$ cat src/rtl/d_bus_mux_n.sv
//------------------------------------------------------------------------------
// Module  : d_bus_mux_n
// Brief   : Data-side bus mux from core load/store port to NUM_SLV address regions
// Rev     : 1.0  initial release
//------------------------------------------------------------------------------
`default_nettype none

module d_bus_mux_n #(
    parameter int                            XLEN     = 32,
    parameter int                            ADDR_LEN = 16,
    parameter int                            NUM_SLV  = 2,
    parameter logic [NUM_SLV*ADDR_LEN-1:0]   SLV_BASE = {16'h8000, 16'h0000},
    parameter logic [NUM_SLV*ADDR_LEN-1:0]   SLV_MASK = {16'hC000, 16'hF000},
    parameter int unsigned                   TIMEOUT  = 255
) (
    input  logic                       clk,
    input  logic                       rstb,
    input  logic [ADDR_LEN-1:0]        addr,
    input  logic                       rd_req,
    input  logic                       wr_req,
    input  logic [XLEN/8-1:0]          be,
    input  logic [XLEN-1:0]            wr_data,
    output logic                       rd_ready,
    output logic                       wr_ready,
    output logic [XLEN-1:0]            rd_data,
    output logic                       err,
    output logic [ADDR_LEN-1:0]        s_addr,
    output logic [XLEN/8-1:0]          s_be,
    output logic [XLEN-1:0]            s_wr_data,
    output logic [NUM_SLV-1:0]         s_rd_en,
    output logic [NUM_SLV-1:0]         s_wr_en,
    input  logic [NUM_SLV*XLEN-1:0]    s_rd_data,
    input  logic [NUM_SLV-1:0]         s_rd_ready,
    input  logic [NUM_SLV-1:0]         s_wr_ready
);

    localparam int              BE_W  = XLEN / 8;
    localparam int              IDX_W = (NUM_SLV > 1) ? $clog2(NUM_SLV) : 1;
    localparam logic [8:0]      c_TMO = 9'(TIMEOUT);
    localparam logic [ADDR_LEN-1:0] c_ALIGN = {{(ADDR_LEN-2){1'b1}}, 2'b00};

    localparam logic [1:0] S_IDLE = 2'd0;
    localparam logic [1:0] S_BUSY = 2'd1;
    localparam logic [1:0] S_DONE = 2'd2;

    logic [1:0]          r_state;
    logic [1:0]          w_next;

    logic                r_dir;      // 1 = write
    logic [IDX_W-1:0]    r_idx;
    logic [BE_W-1:0]     r_be;
    logic [XLEN-1:0]     r_wdata;
    logic [ADDR_LEN-1:0] r_saddr;
    logic [XLEN-1:0]     r_rdata;
    logic                r_err;
    logic [7:0]          r_cnt;

    logic                w_req;
    logic                w_hit;
    logic [IDX_W-1:0]    w_hit_idx;
    logic [ADDR_LEN-1:0] w_hit_mask;
    logic                w_sel_rdy;
    logic [XLEN-1:0]     w_sel_rdata;
    logic                w_tmo;

    assign w_req = rd_req | wr_req;
    assign w_tmo = ({1'b0, r_cnt} + 9'd1) >= c_TMO;

    // Walk downwards so the lowest-index hit is the one left standing.
    always_comb begin
        w_hit      = 1'b0;
        w_hit_idx  = '0;
        w_hit_mask = '0;
        for (int i = NUM_SLV - 1; i >= 0; i--) begin
            if ((addr & SLV_MASK[i*ADDR_LEN +: ADDR_LEN]) ==
                (SLV_BASE[i*ADDR_LEN +: ADDR_LEN] & SLV_MASK[i*ADDR_LEN +: ADDR_LEN])) begin
                w_hit      = 1'b1;
                w_hit_idx  = IDX_W'(i);
                w_hit_mask = SLV_MASK[i*ADDR_LEN +: ADDR_LEN];
            end
        end
    end

    always_comb begin
        w_sel_rdy   = 1'b0;
        w_sel_rdata = '0;
        for (int i = 0; i < NUM_SLV; i++) begin
            if (r_idx == IDX_W'(i)) begin
                w_sel_rdy   = r_dir ? s_wr_ready[i] : s_rd_ready[i];
                w_sel_rdata = s_rd_data[i*XLEN +: XLEN];
            end
        end
    end

    always_ff @(posedge clk or negedge rstb) begin
        if (!rstb) begin
            r_state <= S_IDLE;
        end else begin
            r_state <= w_next;
        end
    end

    always_comb begin
        w_next = r_state;
        case (r_state)
            S_IDLE: begin
                if (w_req) begin
                    w_next = w_hit ? S_BUSY : S_DONE;
                end
            end
            S_BUSY: begin
                if (w_sel_rdy || w_tmo) begin
                    w_next = S_DONE;
                end
            end
            S_DONE:  w_next = S_IDLE;
            default: w_next = S_IDLE;
        endcase
    end

    always_comb begin
        rd_ready = 1'b0;
        wr_ready = 1'b0;
        err      = 1'b0;
        s_rd_en  = '0;
        s_wr_en  = '0;
        if (r_state == S_DONE) begin
            rd_ready = ~r_dir;
            wr_ready = r_dir;
            err      = r_err;
        end
        if (r_state == S_BUSY) begin
            for (int i = 0; i < NUM_SLV; i++) begin
                if (r_idx == IDX_W'(i)) begin
                    s_rd_en[i] = ~r_dir;
                    s_wr_en[i] = r_dir;
                end
            end
        end
    end

    always_ff @(posedge clk or negedge rstb) begin
        if (!rstb) begin
            r_dir   <= 1'b0;
            r_idx   <= '0;
            r_be    <= '0;
            r_wdata <= '0;
            r_saddr <= '0;
            r_rdata <= '0;
            r_err   <= 1'b0;
            r_cnt   <= '0;
        end else begin
            case (r_state)
                S_IDLE: begin
                    r_cnt <= '0;
                    if (w_req) begin
                        r_dir   <= wr_req;
                        r_idx   <= w_hit_idx;
                        r_be    <= be;
                        r_wdata <= wr_data;
                        r_saddr <= (addr & ~w_hit_mask) & c_ALIGN;
                        r_err   <= ~w_hit;
                        if (!w_hit && !wr_req) begin
                            r_rdata <= '0;
                        end
                    end
                end
                S_BUSY: begin
                    r_cnt <= r_cnt + 8'd1;
                    if (w_sel_rdy) begin
                        r_err <= 1'b0;
                        if (!r_dir) begin
                            r_rdata <= w_sel_rdata;
                        end
                    end else if (w_tmo) begin
                        r_err <= 1'b1;
                        if (!r_dir) begin
                            r_rdata <= '0;
                        end
                    end
                end
                default: begin
                    r_cnt <= '0;
                end
            endcase
        end
    end

    assign rd_data   = r_rdata;
    assign s_addr    = r_saddr;
    assign s_be      = r_be;
    assign s_wr_data = r_wdata;

endmodule

`default_nettype wire

$ cat config.mk
export PLATFORM = sky130hd
export DESIGN_NAME = d_bus_mux_n
export DESIGN_NICKNAME = d
export VERILOG_FILES = /design/src/rtl/d_bus_mux_n.sv
export SDC_FILE = /design/constraint.sdc
export NUM_CORES = 1
export LEC_CHECK = 0
export ABC_AREA = 1
export BUFFER_PORTS_ARGS = -buffer_cell sky130_fd_sc_hd__buf_2
export CAP_MARGIN = 20
export CORE_AREA = 8 8 114 116
export DETAILED_ROUTE_END_ITERATION = 7
export DIE_AREA = 0 0 122 124
export GPL_ROUTABILITY_DRIVEN = 0
export HOLD_SLACK_MARGIN = 0.08
export MAX_ROUTING_LAYER = met4
export PLACE_DENSITY_LB_ADDON = 0.1
export SYNTH_ARGS = -nofsm -noshare
export SYNTH_HDL_FRONTEND = slang
export SYNTH_SLANG_ARGS = --single-unit
$ cat constraint.sdc
create_clock -name clk -period 1.8 [get_ports clk]
set_clock_uncertainty 0.05 [all_clocks]
set_input_delay 0.36 -clock clk [delete_from_list [all_inputs] [get_ports clk]]
set_output_delay 0.36 -clock clk [all_outputs]
set_load 0.05 [all_outputs]
[Word level (Yosys, flattened, before mapping)]
Cells that the tools add are included.
Word-level totals
  input bits: 124
  output and inout bits: 91
  register bits: 95
  word-level logic and storage cells: 71
Operators by class
  mux-type cells: 34
  bitwise operators: 5
  add/sub/neg operators: 2
  magnitude comparators: 1
  reductions and logical operators: 11
  equal/unequal tests: 9
Operator list (number)
  32-bit 2-to-1 mux: 7
  32-bit one-hot mux with 2 select lines: 1
  16-bit 2-to-1 mux: 2
  16-bit bitwise AND: 1
  16-bit zero test: 1
  1-bit 2-to-1 mux: 16
  16-bit NOT: 1
  2-bit 2-to-1 mux: 5
  8-bit by 1-bit adder with 9-bit output (second input constant): 1
  9-bit by 8-bit >= comparator with 1-bit output (second input constant): 1
  3-bit inequality test (second input constant): 3
  8-bit by 1-bit adder with 8-bit output (second input constant): 1
  8-bit 2-to-1 mux: 1
  2-bit inequality test (second input constant): 3
  6-bit AND reduction: 1
  2-bit equality test (second input constant): 2
  2-bit one-hot mux with 2 select lines: 1
  2-bit AND reduction: 2
  3-bit AND reduction: 1
  2-bit by 1-bit equality test with 1-bit output (second input constant): 1
  1-bit zero test: 2
  2-bit zero test: 1
  1-bit NOT: 2
  1-bit one-hot mux with 2 select lines: 1
  other kinds (4): 4

[Logic depth before layout (Yosys ltp)]
  depth in word-level cells: 8
  depth in mapped cells: 14
  depth with buffers taken out: 13

[Least setup slack after synthesis]
No wires, ideal clock.
  path kind: flip-flop to output port
  start point: register r_state[1]
  end point: output port s_rd_en[0]
  data required time: 1390 ps
  buffers on the path: 1
  stages on the path, launching flop included: 5
  data arrival time: 2120 ps
  setup slack: -730 ps
  cells stage by stage: dfrtp_1 -> nor2_1 -> inv_1 -> clkbuf_1 -> nor3_1
Between the ends
  word-level cells in the longest chain between the ends: 2
Ends and longest elaborated chain
  from (decl): line 46  | logic [1:0] r_state;
  from (signal assigned): line 99  | r_state <= w_next;
  2-bit by 1-bit equality test with 1-bit output: line 132  | if (r_state == S_BUSY) begin
  2-bit 2-to-1 mux: line 132
  to (decl): line 30  | output logic [NUM_SLV-1:0] s_rd_en,
No other way between the ends.

[Worst setup path in the final report]
  start point: register r_cnt[0]
  end point: register r_rdata[31], in the netlist rd_data[31]
Between the ends
  word-level cells in the longest chain between the ends: 4
  elaborated cells between the ends (all ways): 5
  those cells by class: add/sub: 1; order compare: 1; eq/ne: 2; reduce/logical: 1
Ends and longest elaborated chain
  from (decl): line 56  | logic [7:0] r_cnt;
  from (signal assigned): line 169  | r_cnt <= r_cnt + 8'd1;
  8-bit by 1-bit adder with 9-bit output (*): line 67  | assign w_tmo = ({1'b0, r_cnt} + 9'd1) >= c_TMO;
  9-bit by 8-bit >= comparator with 1-bit output (*): line 67
  3-bit inequality test (no source line)
  6-bit AND reduction (no source line) (*)
  to (signal assigned): line 173  | r_rdata <= w_sel_rdata;
  to (decl): line 54  | logic [XLEN-1:0] r_rdata;
Every way passes the cells marked *; elsewhere a longest branch is shown, timed or not.
A chain may end at the register's enable or synchronous reset.

==> run metrics <==
outcome finished, violations left; violated checks setup timing; # DRC 0; top cell type's share of synthesized area 0.543; Post-Route WL about 14000 um; overall power approximately 12 mW; GRT Util Overall 0.175; Fillers 1078; initial core utilization 0.392; First-pass DRT Iterations 5; Tightest Hold Check Type input pin to flip-flop; Post-synth EDFFs 0; Max Fclk slightly above 500 MHz; clock buffer count from CTS 9; drt wl/cell ~15 um; Root Driver clkbuf_16; Worst Path Required 2020 ps; Synth area leader dfrtp_1; Final Setup Violations 33; Main synth FF type dfrtp_1; post-detail-place hpwl 9870 um; TritonCTS clock tree built; Row Count 39; top cells by count, synth nand2_1 (303), dfrtp_1 (95), nand3_1 (43); Iter 0 DRT Violations 194; register share of total power 0.275; Worst Max-Slew Pin Slew 554 ps; port bufs 210; Core ar. 0.0112 mm^2; RSZ-0062 raised after global routing yes; fin. max-slew vios 0; Yosys reg bits 95; Distinct cells, synth 25; Seq/Total Area, Yosys 0.543; final instance area between 0.006 and 0.007 mm^2; Chip Height 124 um; Clk Latency, worst-skew pair 340 ps; ANT nets after route 0; Max-cap violations 0; CP Capture Type flip-flop; Internal 5.83 mW; CTS sink cnt 95; vias 4455; largest cells by area after synthesis dfrtp_1 (54%), nand2_1 (26%), nand3_1 (4.9%); initial antenna violation count 1; Nets 926; full die area 0.0151 mm^2; Leak approximately 3.7 nW; Max Fanout on Critical Path 6; layout overhead on the synthesized area 45.5%; via-per-instance ratio 4.69; H-tree Lvls 3; Worst Slack Setup Final -173 ps; Syn. warnings 0; Final Cycle Share 1.10; VDD IR-drop max between 1 and 1.5 mV; CP startpoint kind flip-flop; GRT overflow 0; dpl cell area 0.00575 mm^2; vias in the first global route 4366; Logic pwr share 0.581; first-pass GRT wire length 20600 um; Worst-path clk slew about 70 ps; Sw Share 0.525; Post-synth ARST share 1.00; cells after synthesis 572; min Tclk post-route 1970 ps; count leader, synth nand2_1; Slew HR 0.631; CP arrival 2200 ps; Mapped Area 0.00438 mm^2; Die Width approximately 120 um; Cell Pwr Density 1930 mW/mm^2; Syn Area/Cell 7.65 um^2; largest net degree at the start of global routing 96; Clock Path Buffers 2; Fin. Hold Viols 0; Ports 215; Sw Pwr 6.45 mW; clock share of power 0.144; layout cells sized above 1 0.380; Crit Path Class flip-flop to flip-flop
final cells by class:
| type | instances | area, um^2 | share of cell area |
|---|---|---|---|
| Antenna cell | 1 | 2.50 | 0.000393 |
| Timing Repair Buffer | 249 | 1510 | 0.237 |
| Tap cell | 143 | 179 | 0.0281 |
| Multi-Input combinational cell | 424 | 1940 | 0.305 |
| Clock buffer | 11 | 243 | 0.0381 |
| Clock inverter | 5 | 33.8 | 0.00530 |
| Sequential cell | 95 | 2380 | 0.373 |
| Inverter | 21 | 82.6 | 0.0130 |
power groups by stage:
stage	registers, mW	logic (mW)	clock network [mW]
5_1_grt	3.47	7.67	1.90
6_report	3.37	7.13	1.77
2_1_floorplan	5.94	2.18	0
3_3_place_gp	3.36	6.54	0
3_5_place_dp	3.39	6.64	0
4_1_cts	3.37	6.83	1.83
registers in the layout (all words and copies together), names as in the netlist:
| register | flops |
|---|---|
| r_cnt | 8 |
| r_dir | 1 |
| r_err | 1 |
| r_idx | 1 |
| r_state | 2 |
| rd_data | 32 |
| s_addr | 14 |
| s_be | 4 |
| s_wr_data | 32 |
path summary, 6_finish.rpt:
check	startpoint	endpoint	slack (ps)	cells after the start
max	r_cnt[0]	rd_data[31]	-170	14
min	be[2]	s_be[2]	160	3
max reg2reg	r_cnt[0]	rd_data[31]	-170	14
min reg2reg	s_addr[2]	s_addr[2]	420	2
max in group asynchronous	rstb	r_idx	680	3
min in group asynchronous	rstb	rd_data[5]	520	3
cells by family after synthesis:
| group | count (synthesis) | share of synthesized area |
|---|---|---|
| other cells | 1 | 0.000857 |
| buf+inv | 54 | 0.0549 |
| fa+ha+maj | 2 | 0.00572 |
| simple gates | 378 | 0.346 |
| flops | 95 | 0.543 |
| compound gates | 42 | 0.0500 |
worst max-delay path, cell delays in order (launching register included):
cell	delay [ps]
dfrtp_1	420
inv_2	90
ha_4	200
nor2_4	110
nor2_2	50
nor2_1	100
nand3_1	90
nor2_1	100
nand2_1	70
nand2_2	80
nand3_4	130
nand2_8	140
clkbuf_16	160
nand2_2	40
nand2_1	60
routing by layer:
metal / up-vias / track usage / part of all wire
li1: 2233 / - / -
met5: - / - / 0
met1: 2059 / 0.204 / 0.42
met2: 153 / 0.280 / 0.49
met4: 0 / 0.0625 / 0.0082
met3: 10 / 0.0530 / 0.084
stage by stage:
| stage | hold slack (ps) | cells | TNS (ps) | setup slack [ps] | utilization |
|---|---|---|---|---|---|
| floorplan | 14.4 | 573 | -58.2 | -20.1 | - |
| global placement | 396 | 917 | -1970 | -69.8 | 0.515 |
| detailed placement | 409 | 917 | -2470 | -88.5 | 0.515 |
| CTS | 147 | 942 | -2510 | -89.2 | 0.549 |
| global route | 155 | 949 | -10070 | -316 | 0.570 |
| finish | 160 | 949 | -5050 | -173 | 0.570 |
timing repair:
item | CTS | global route
gates cloned | 0 | 4
endpoints found under the hold margin | 95 | 0
hold buffers | 1 | 0
setup buffers | 8 | 3
gates resized for setup | 15 | 42
setup endpoints to repair | 37 | 41
pin swaps | 2 | 16
cells in the final DEF, fill, tap and decap left out, types with 5 or more instances in the layout:
| cell type | count |
|---|---|
| nor2_1 | 17 |
| nand2_2 | 18 |
| a21oi_1 | 34 |
| nand3_1 | 42 |
| nand2_1 | 281 |
| dfrtp_1 | 94 |
| buf_6 | 9 |
| buf_2 | 204 |
| buf_4 | 27 |
| nand2_4 | 5 |
| clkbuf_16 | 12 |
| buf_12 | 5 |
| inv_1 | 17 |
No activity file was read; power rests on OpenSTA's default activity.
